--- src/rtl/tick_timer.sv ---
// Prescaled 32-bit timer with compare match, one-shot/periodic mode and a
// level interrupt, accessed through a simple request/response register port.
module tick_timer #(
    parameter int unsigned AW = 5,
    parameter int unsigned PW = 12
) (
    input  logic          clock,
    input  logic          reset,
    input  logic          reg_req_i,
    input  logic          reg_we_i,
    input  logic [AW-1:0] reg_addr_i,
    input  logic [31:0]   reg_wdata_i,
    input  logic [3:0]    reg_be_i,
    output logic [31:0]   reg_rdata_o,
    output logic          reg_rvalid_o,
    output logic          reg_error_o,
    output logic          intr_o
);

    localparam int unsigned IW = AW - 2;
    localparam logic [IW-1:0] A_CTRL     = IW'(0);
    localparam logic [IW-1:0] A_PRESCALE = IW'(1);
    localparam logic [IW-1:0] A_COUNT    = IW'(2);
    localparam logic [IW-1:0] A_COMPARE  = IW'(3);
    localparam logic [IW-1:0] A_ISTATE   = IW'(4);
    localparam logic [IW-1:0] A_IENABLE  = IW'(5);

    logic          en_q, en_d;
    logic          periodic_q, periodic_d;
    logic [PW-1:0] prescale_q, prescale_d;
    logic [PW-1:0] pcnt_q, pcnt_d;
    logic [31:0]   count_q, count_d;
    logic [31:0]   compare_q, compare_d;
    logic          intr_state_q, intr_state_d;
    logic          intr_enable_q, intr_enable_d;
    logic [31:0]   rdata_q, rdata_d;
    logic          rvalid_q, rvalid_d;
    logic          error_q, error_d;
    logic          intr_q, intr_d;

    logic [IW-1:0] idx_c;
    logic          mapped_c;
    logic          wr_c;
    logic          tick_c;
    logic          hit_c;
    logic [31:0]   rdata_c;
    logic          unused_addr;

    assign idx_c       = reg_addr_i[AW-1:2];
    assign unused_addr = ^reg_addr_i[1:0];
    assign mapped_c    = (idx_c <= A_IENABLE);
    assign wr_c        = reg_req_i & reg_we_i & mapped_c;
    assign tick_c      = en_q & (pcnt_q == prescale_q);
    assign hit_c       = tick_c & (count_q == compare_q);

    function automatic logic [31:0] byte_merge(input logic [31:0] old_v,
                                               input logic [31:0] new_v,
                                               input logic [3:0]  be);
        logic [31:0] r;
        r = old_v;
        for (int i = 0; i < 4; i++) begin
            if (be[i]) r[i*8 +: 8] = new_v[i*8 +: 8];
        end
        return r;
    endfunction

    // Read mux: values are those held before any same-cycle write lands.
    always_comb begin
        rdata_c = '0;
        case (idx_c)
            A_CTRL:     rdata_c = {30'd0, periodic_q, en_q};
            A_PRESCALE: rdata_c = 32'(prescale_q);
            A_COUNT:    rdata_c = count_q;
            A_COMPARE:  rdata_c = compare_q;
            A_ISTATE:   rdata_c = {31'd0, intr_state_q};
            A_IENABLE:  rdata_c = {31'd0, intr_enable_q};
            default:    rdata_c = '0;
        endcase
    end

    // Next state: timer advance first, then software writes override it.
    always_comb begin
        en_d          = en_q;
        periodic_d    = periodic_q;
        prescale_d    = prescale_q;
        compare_d     = compare_q;
        intr_enable_d = intr_enable_q;
        pcnt_d        = (en_q && !tick_c) ? pcnt_q + PW'(1) : '0;
        count_d       = count_q;
        intr_state_d  = intr_state_q | hit_c;

        if (tick_c) begin
            count_d = (hit_c && periodic_q) ? '0 : count_q + 32'd1;
        end

        if (wr_c) begin
            case (idx_c)
                A_CTRL: begin
                    en_d       = reg_wdata_i[0];
                    periodic_d = reg_wdata_i[1];
                end
                A_PRESCALE: begin
                    prescale_d = PW'(byte_merge(32'(prescale_q), reg_wdata_i, reg_be_i));
                    pcnt_d     = '0;
                end
                A_COUNT:   count_d   = byte_merge(count_q, reg_wdata_i, reg_be_i);
                A_COMPARE: compare_d = byte_merge(compare_q, reg_wdata_i, reg_be_i);
                A_ISTATE: begin
                    if (reg_wdata_i[0] && !hit_c) intr_state_d = 1'b0;
                end
                A_IENABLE: intr_enable_d = reg_wdata_i[0];
                default: ;
            endcase
        end

        rvalid_d = reg_req_i;
        error_d  = reg_req_i & ~mapped_c;
        rdata_d  = (reg_req_i && !reg_we_i) ? rdata_c : '0;
        intr_d   = intr_state_q & intr_enable_q;
    end

    always_ff @(posedge clock) begin
        if (reset) begin
            en_q          <= 1'b0;
            periodic_q    <= 1'b0;
            prescale_q    <= '0;
            pcnt_q        <= '0;
            count_q       <= '0;
            compare_q     <= '0;
            intr_state_q  <= 1'b0;
            intr_enable_q <= 1'b0;
            rdata_q       <= '0;
            rvalid_q      <= 1'b0;
            error_q       <= 1'b0;
            intr_q        <= 1'b0;
        end else begin
            en_q          <= en_d;
            periodic_q    <= periodic_d;
            prescale_q    <= prescale_d;
            pcnt_q        <= pcnt_d;
            count_q       <= count_d;
            compare_q     <= compare_d;
            intr_state_q  <= intr_state_d;
            intr_enable_q <= intr_enable_d;
            rdata_q       <= rdata_d;
            rvalid_q      <= rvalid_d;
            error_q       <= error_d;
            intr_q        <= intr_d;
        end
    end

    assign reg_rdata_o  = rdata_q;
    assign reg_rvalid_o = rvalid_q;
    assign reg_error_o  = error_q;
    assign intr_o       = intr_q;

endmodule

--- config.mk ---
export PLATFORM = sky130hd
export DESIGN_NAME = tick_timer
export DESIGN_NICKNAME = d
export VERILOG_FILES = /design/src/rtl/tick_timer.sv
export SDC_FILE = /design/constraint.sdc
export NUM_CORES = 1
export LEC_CHECK = 0
export BUFFER_PORTS_ARGS = -buffer_cell sky130_fd_sc_hd__buf_4
export CAP_MARGIN = 20
export CORE_MARGIN = 10
export CORE_UTILIZATION = 58
export CTS_CLUSTER_SIZE = 25
export DETAILED_ROUTE_END_ITERATION = 8
export GPL_ROUTABILITY_DRIVEN = 0
export GPL_TIMING_DRIVEN = 0
export PLACE_DENSITY = 0.8
export SETUP_SLACK_MARGIN = 0.15
export SLEW_MARGIN = 20
export SYNTH_ARGS = -nofsm -noshare
export SYNTH_HDL_FRONTEND = slang
export SYNTH_SLANG_ARGS = --single-unit
export TNS_END_PERCENT = 5
--- constraint.sdc ---
create_clock -name clock -period 2.71 [get_ports clock]
set_input_delay 0.4065 -clock clock [delete_from_list [all_inputs] [get_ports clock]]
set_output_delay 0.4065 -clock clock [all_outputs]
set_load 0.01 [all_outputs]
# Yosys cells after proc, flatten, opt, wreduce, memory -nomap -nowiden
# Index checks and enable logic that the tools add are counted.
[word_totals]
reg_bits = 127
latchBits = 0
ramBits = 0
mem_bits_ro = 0
out_inout_bits = 35
memories = 0
[op_classes]
add_sub_neg = 2
n_mul = 0
div = 0
magnitude_cmp = 1
n_eq_ne = 11
n_shift = 0
muxes = 15
n_bitwise = 9
n_reduce_logical = 17
[ops]
columns = ["operator", "count"]
rows = [
  ["$pmux W32 S6", 1],
  ["$mux W32", 4],
  ["$mux W12", 3],
  ["$add A32 B1 Y32 const B", 1],
  ["$eq A32 B32 Y1", 1],
  ["$mux W8", 4],
  ["$reduce_and A3 Y1", 6],
  ["$add A12 B1 Y12 const B", 1],
  ["$eq A12 B12 Y1", 1],
  ["$ne A3 B3 Y1 const B", 4],
  ["$and A1 B1 Y1", 6],
  ["$eq A3 B2 Y1 const B", 2],
  ["$eq A3 B3 Y1 const B", 2],
  ["$logic_and A1 B1 Y1", 4],
  ["$reduce_and A2 Y1", 2],
  ["$eq A3 B1 Y1 const B", 1],
  ["$le A3 B3 Y1 const B", 1],
  ["$logic_not A1 Y1", 3],
  ["$logic_not A3 Y1", 1],
  ["$mux W1", 3],
  ["$not A1 Y1", 2],
  ["$reduce_or A2 Y1", 1],
  ["$or A1 B1 Y1", 1],
]

# Logic depth before layout (Yosys ltp)
[depth]
word_depth = 8
mapped_depth = 9

# Worst setup path after synthesis
# OpenSTA, ideal clock, no wires.
[synth_timing]
path_kind = "register -> register"
startpoint = "reg count_q[12]"
endpoint = "reg count_q[26]"
setup_ps = 134
arrival_ps = 2151
required_time_ps = 2576
setup_slack_ps = 425
stages_incl_launch_ff = 10
path_buffers = 3
period_less_slack_ps = 2285
cell_sequence = "dfxtp_1 -> buf_4 -> nand4_1 -> or4_1 -> buf_2 -> or3_1 -> buf_6 -> o31a_1 -> o211ai_2 -> a211oi_2"
[synth_via]
elab_chain_cells = 7
elab_cells_between_ends = 8
[synth_rtl]
columns = ["item", "line", "source"]
rows = [
  ["from (decl)", "32", "logic [31:0] count_q, count_d;"],
  ["from (signal assigned)", "141", "count_q <= count_d;"],
  ["parallel branches: the longest is 3 deep, another holds $add A32 B1 Y32", "n/a", ""],
  ["$mux W32 *", "93", "count_d = (hit_c && periodic_q) ? '0 : count_q + 32'd1;"],
  ["$mux W32 *", "92", "if (tick_c) begin"],
  ["$mux W32", "97", "case (idx_c)"],
  ["$mux W32 *", "96", "if (wr_c) begin"],
]
# Mark *: on every way between the ends.
# A chain may end at the register's enable or synchronous reset.

# Final worst setup path
[layout_timing]
startpoint = "reg prescale_q[9]"
endpoint = "reg count_q[11]"
[layout_via]
elab_chain_cells = 8
[layout_rtl]
columns = ["item", "line", "source"]
rows = [
  ["from (decl)", "30", "logic [PW-1:0] prescale_q, prescale_d;"],
  ["from (signal assigned)", "139", "prescale_q <= prescale_d;"],
  ["$eq A12 B12 Y1 *", "53", "assign tick_c = en_q & (pcnt_q == prescale_q);"],
  ["$and A1 B1 Y1 *", "53", ""],
  ["$and A1 B1 Y1", "54", "assign hit_c = tick_c & (count_q == compare_q);"],
  ["$logic_and A1 B1 Y1", "93", ""],
  ["$mux W32", "93", ""],
  ["$mux W32 *", "92", ""],
  ["$mux W32", "97", ""],
  ["$mux W32 *", "96", ""],
]
# Mark *: on every way between the ends. The rest lies on a longest branch, timed or not.

==> run_summary.xml <==
<?xml version="1.0" encoding="UTF-8"?>
<metrics>
  <group name="critical_path">
    <metric name="reg2reg_to" unit="">count_q[11]$_SDFFE_PP0P_</metric>
    <metric name="cp_data_arrival_time" unit="ps">3010</metric>
    <metric name="timing.critical_path.from_type" unit="">flip-flop</metric>
    <metric name="regToRegSetupSlack" unit="ps">150</metric>
    <metric name="crit_required" unit="ps">3160</metric>
    <metric name="crit_start" unit="">prescale_q[9]$_SDFFE_PP0P_</metric>
    <metric name="reg2regPathDepth" unit="">6</metric>
    <metric name="end_kind" unit="">flip-flop</metric>
    <metric name="critical_path.max_fanout" unit="">6</metric>
    <metric name="r2r-start" unit="">prescale_q[9]$_SDFFE_PP0P_</metric>
    <metric name="crit_path_end" unit="">count_q[11]$_SDFFE_PP0P_</metric>
    <metric name="setup.worst_path.class" unit="">flip-flop to flip-flop</metric>
  </group>
  <group name="timing">
    <metric name="post-route-period-util" unit="%">94.4</metric>
    <metric name="setup_slack_after_layout" unit="ps">153</metric>
    <metric name="worst_margin_slew" unit="ps">1040</metric>
    <metric name="fin_tns_setup" unit="ps">0</metric>
    <metric name="rsz0062_at_grt" unit="">true</metric>
    <metric name="fin_skew" unit="ps">12.6</metric>
    <metric name="report.final.setup_viol" unit="">0</metric>
    <metric name="max_freq" unit="MHz">391</metric>
    <metric name="timing.final.max_slew_violations" unit="">0</metric>
    <metric name="time_the_final_worst_path_needs_with_i_o_delays_and_setup" unit="ps">2560</metric>
    <metric name="slew_headroom" unit="%">30.0</metric>
    <metric name="timing.final.hold_violations" unit="">0</metric>
  </group>
  <group name="power">
    <metric name="share_seq_of_total_power" unit="%">42.9</metric>
    <metric name="p_int" unit="W">0.00335</metric>
    <metric name="vdd_ir_drop_max" unit="mV">0.563</metric>
    <metric name="clock_power_share" unit="%">50.5</metric>
    <metric name="cellPowerDensity" unit="mW/mm²">562</metric>
    <metric name="switching_share" unit="%">24.0</metric>
    <metric name="combinationalPowerShare" unit="%">6.6</metric>
    <metric name="cellLeakagePower" unit="nW">2.70</metric>
    <metric name="net_load_switching_power" unit="W">0.00106</metric>
  </group>
  <group name="drt">
    <metric name="routed_wl" unit="mm">22.8</metric>
    <metric name="detailroute.via_count" unit="">7025</metric>
    <metric name="first_pass_iters" unit="">8</metric>
    <metric name="avgRoutedWirePerCell" unit="µm">21.9</metric>
    <metric name="drt-initial-drc-count" unit="">1341</metric>
    <metric name="routed_via_density" unit="">6.75</metric>
    <metric name="number_of_nets_with_antenna_violations_after_routing" unit="">0</metric>
    <metric name="remaining_drc_errors" unit="">1</metric>
  </group>
  <group name="clock_tree">
    <metric name="cts_tree" unit="">yes</metric>
    <metric name="cts.reportedPaths.clkPinSlew" unit="ps">60</metric>
    <metric name="clkSinkCount" unit="">127</metric>
    <metric name="max_root_sink_buffers" unit="">2</metric>
    <metric name="clock_latency" unit="ps">560</metric>
    <metric name="cts.hold.buffers_added" unit="">0</metric>
    <metric name="root_buffer" unit="">sky130_fd_sc_hd__clkbuf_8</metric>
    <metric name="ctsHtreeMaxLevel" unit="">4</metric>
    <metric name="cts_buffers" unit="">17</metric>
  </group>
  <group name="placed_design">
    <metric name="dp_worst_setup_slack" unit="ps">-497</metric>
    <metric name="port-buffer-count" unit="">76</metric>
    <metric name="place_hpwl" unit="mm">16.2</metric>
  </group>
  <group name="global_routing">
    <metric name="grt_antenna_before_repair" unit="">0</metric>
    <metric name="wire_length_of_the_first_global_routing_pass" unit="mm">35.4</metric>
    <metric name="grt_use_total" unit="%">27.8</metric>
    <metric name="first_global_vias" unit="">6683</metric>
    <metric name="grt_start_max_net_pins" unit="">17</metric>
    <metric name="grt_overflow" unit="">0</metric>
  </group>
  <group name="yosys">
    <metric name="synthDistinctLibCells" unit="">55</metric>
    <metric name="synth_top_cell_area_share" unit="%">39.4</metric>
    <metric name="synth.avg_cell_area" unit="µm²">8.16</metric>
    <metric name="synth-seq-area-share" unit="%">39.4</metric>
    <metric name="ys.flop_type" unit="">sky130_fd_sc_hd__dfxtp_1</metric>
    <metric name="synthDominantAreaCellType" unit="">sky130_fd_sc_hd__dfxtp_1</metric>
    <metric name="syn_nets" unit="">838</metric>
    <metric name="syn-cell-area" unit="mm²">0.00645</metric>
    <metric name="async_reset_ff_share" unit="%">0</metric>
    <metric name="top_area_cells_in_the_synthesized_netlist" unit="">sky130_fd_sc_hd__dfxtp_1 39%, sky130_fd_sc_hd__xnor2_1 6.5%, sky130_fd_sc_hd__a21oi_1 5.5%</metric>
    <metric name="yosysWarnings" unit="">0</metric>
    <metric name="netlist_instances" unit="">791</metric>
    <metric name="synth_enable_flop_cells" unit="">0</metric>
    <metric name="postSynthRegisterBits" unit="">127</metric>
  </group>
  <group name="run">
    <metric name="drv_cap" unit="">0</metric>
  </group>
  <group name="layout">
    <metric name="area_growth_syn_to_layout" unit="%">21.7</metric>
    <metric name="fin_nets" unit="">935</metric>
    <metric name="final_layout_size_suffix_gt1_share" unit="%">18.0</metric>
    <metric name="antennaDiodeCount" unit="">0</metric>
  </group>
  <group name="floorplan">
    <metric name="starting_density_of_the_core" unit="%">59.3</metric>
    <metric name="io_pins" unit="">80</metric>
    <metric name="die_x" unit="µm">125</metric>
    <metric name="core_area" unit="mm²">0.0109</metric>
    <metric name="die_area" unit="mm²">0.0157</metric>
    <metric name="floorplan.rows" unit="">38</metric>
    <metric name="die_y" unit="µm">125</metric>
  </group>
  <group name="worst_hold_path">
    <metric name="worst_hold_startpoint" unit="">reg_wdata_i[16]</metric>
    <metric name="worstHoldPathType" unit="">primary input to flip-flop</metric>
  </group>
  <group name="run_status">
    <metric name="failed_checks" unit="">design-rule violations</metric>
    <metric name="run_status" unit="">finished with violations</metric>
  </group>
</metrics>
[cell usage after synthesis, types with 2 or more instances]
| library cell | number |
|---|---|
| sky130_fd_sc_hd__o31ai_1 | 3 |
| sky130_fd_sc_hd__buf_4 | 7 |
| sky130_fd_sc_hd__buf_2 | 5 |
| sky130_fd_sc_hd__a31oi_1 | 15 |
| sky130_fd_sc_hd__a32o_1 | 2 |
| sky130_fd_sc_hd__a22oi_1 | 31 |
| sky130_fd_sc_hd__nand2_1 | 90 |
| sky130_fd_sc_hd__and4_1 | 6 |
| sky130_fd_sc_hd__o21ai_0 | 16 |
| sky130_fd_sc_hd__or4_1 | 2 |
| sky130_fd_sc_hd__xnor2_1 | 48 |
| sky130_fd_sc_hd__a211oi_1 | 7 |
| sky130_fd_sc_hd__a21oi_1 | 71 |
| sky130_fd_sc_hd__mux2i_1 | 6 |
| sky130_fd_sc_hd__clkbuf_1 | 43 |
| sky130_fd_sc_hd__ha_1 | 2 |
| sky130_fd_sc_hd__or2_2 | 2 |
| sky130_fd_sc_hd__and2_1 | 2 |
| sky130_fd_sc_hd__nor3b_1 | 2 |
| sky130_fd_sc_hd__nor4_2 | 3 |
| sky130_fd_sc_hd__nand4_1 | 30 |
| sky130_fd_sc_hd__mux2_2 | 17 |
| sky130_fd_sc_hd__nor4b_1 | 2 |
| sky130_fd_sc_hd__dfxtp_1 | 127 |
| sky130_fd_sc_hd__o32ai_1 | 3 |
| sky130_fd_sc_hd__nand3_1 | 61 |
| sky130_fd_sc_hd__nor2_1 | 66 |
| sky130_fd_sc_hd__a32oi_1 | 2 |
| sky130_fd_sc_hd__inv_1 | 13 |
| sky130_fd_sc_hd__o31a_1 | 7 |
| sky130_fd_sc_hd__nor2b_1 | 3 |
| sky130_fd_sc_hd__o21a_1 | 14 |
| sky130_fd_sc_hd__nor3_1 | 17 |
| sky130_fd_sc_hd__and3_1 | 12 |
| sky130_fd_sc_hd__a211oi_2 | 2 |
| sky130_fd_sc_hd__o211ai_1 | 13 |
| sky130_fd_sc_hd__nor4_1 | 7 |
| sky130_fd_sc_hd__xor2_1 | 9 |
| sky130_fd_sc_hd__o211ai_2 | 2 |
| sky130_fd_sc_hd__buf_1 | 6 |
[cells by family after synthesis]
family | after synthesis | synth area share, %
AND/OR/NAND/NOR | 312 | 23.9
AO/OA/AOI/OAI | 195 | 19.7
flip-flops | 127 | 39.4
buffers and inverters | 75 | 4.98
XOR/XNOR | 57 | 7.73
multiplexers | 23 | 3.90
adder cells (fa/ha/maj) | 2 | 0.388
[through the flow]
stage          utilization (%)  total power (W)  hold slack (ps)  cells  instance area [µm²]
2_1_floorplan                -          0.00207              449    791                 6450
3_3_place_gp              66.1          0.00220              470   1007                 7200
3_5_place_dp              66.3          0.00220              474   1008                 7220
4_1_cts                   71.6          0.00439              108   1040                 7800
5_1_grt                   72.1          0.00451              114   1041                 7850
6_report                  72.1          0.00442              122   1041                 7850
[routing by layer]
layer | part of all wire [%] | vias to the layer above | track usage [%]
li1 | - | 3049 | -
met1 | 37 | 3256 | 34.1
met2 | 45 | 585 | 42.2
met3 | 13 | 135 | 9.72
met4 | 4.9 | 0 | 14.4
met5 | 0 | - | 0
[critical path, stage by stage, from the launching register on]
cell and delay, ps:
sky130_fd_sc_hd__dfxtp_1 380, sky130_fd_sc_hd__xnor2_1 300, sky130_fd_sc_hd__nand4_1 210, sky130_fd_sc_hd__nor4_2 910, sky130_fd_sc_hd__a21oi_1 190, sky130_fd_sc_hd__o21ba_2 250, sky130_fd_sc_hd__nor3_1 230
[registers in the layout (all words and copies together) (netlist names)]
signal / flops
reg_rdata_o: 32
reg_rvalid_o: 1
reg_error_o: 1
en_q: 1
intr_state_q: 1
compare_q: 32
intr_o: 1
pcnt_q: 12
intr_enable_q: 1
periodic_q: 1
count_q: 32
prescale_q: 12
[cell type report]
type                    count  area (µm²)
multi-input cells         589        3640
clock buffers              21         459
well taps                 140         175
clock inverters            11         114
inverters                  13        48.8
flip-flops and latches    127        2540
fillers                   836        3040
repair buffers             78         586
plain buffers              62         283
[how the worst min path moves through the flow]
stage                     cells past startpoint                    endpoint  slack (ps)
final                                         3  compare_q[16]$_SDFFE_PP0P_         120
after CTS                                     3  compare_q[16]$_SDFFE_PP0P_         110
after detailed placement                      2  compare_q[26]$_SDFFE_PP0P_         470
after global routing                          3  compare_q[16]$_SDFFE_PP0P_         110
after floorplan                               1        pcnt_q[0]$_SDFF_PP0_         450
after global placement                        2  compare_q[29]$_SDFFE_PP0P_         470
[cell usage in the layout, fill, tap and decap left out, drive strengths merged, types with 9 or more instances in the layout]
| cell | instances |
|---|---|
| xor2 | 9 |
| nor3 | 18 |
| nor2 | 66 |
| a22oi | 31 |
| o21a | 14 |
| nand4 | 31 |
| xnor2 | 48 |
| a211oi | 9 |
| a21oi | 71 |
| dfxtp | 127 |
| a31oi | 15 |
| buf | 96 |
| nand2 | 90 |
| o21ai | 16 |
| clkbuf | 65 |
| nor4 | 10 |
| nand3 | 61 |
| inv | 13 |
| o211ai | 15 |
| and3 | 12 |
| mux2 | 17 |
[power groups by stage]
stage	clock network, W	logic [W]	registers [W]
CTS	0.00223	0.000275	0.00189
finish	0.00223	0.000290	0.00189
global route	0.00231	0.000303	0.00189
detailed placement	0	0.000271	0.00193
floorplan	0	0.000140	0.00193
global placement	0	0.000263	0.00193
[repair_timing]
item | in CTS | in global routing
setup endpoints to repair | 15 | 21
gates resized for setup | 2 | 12
endpoints found under the hold margin | 0 | 0
pin swaps | 0 | 1
buffers inserted | 0 | 0
No activity file was read; power rests on OpenSTA's default activity.
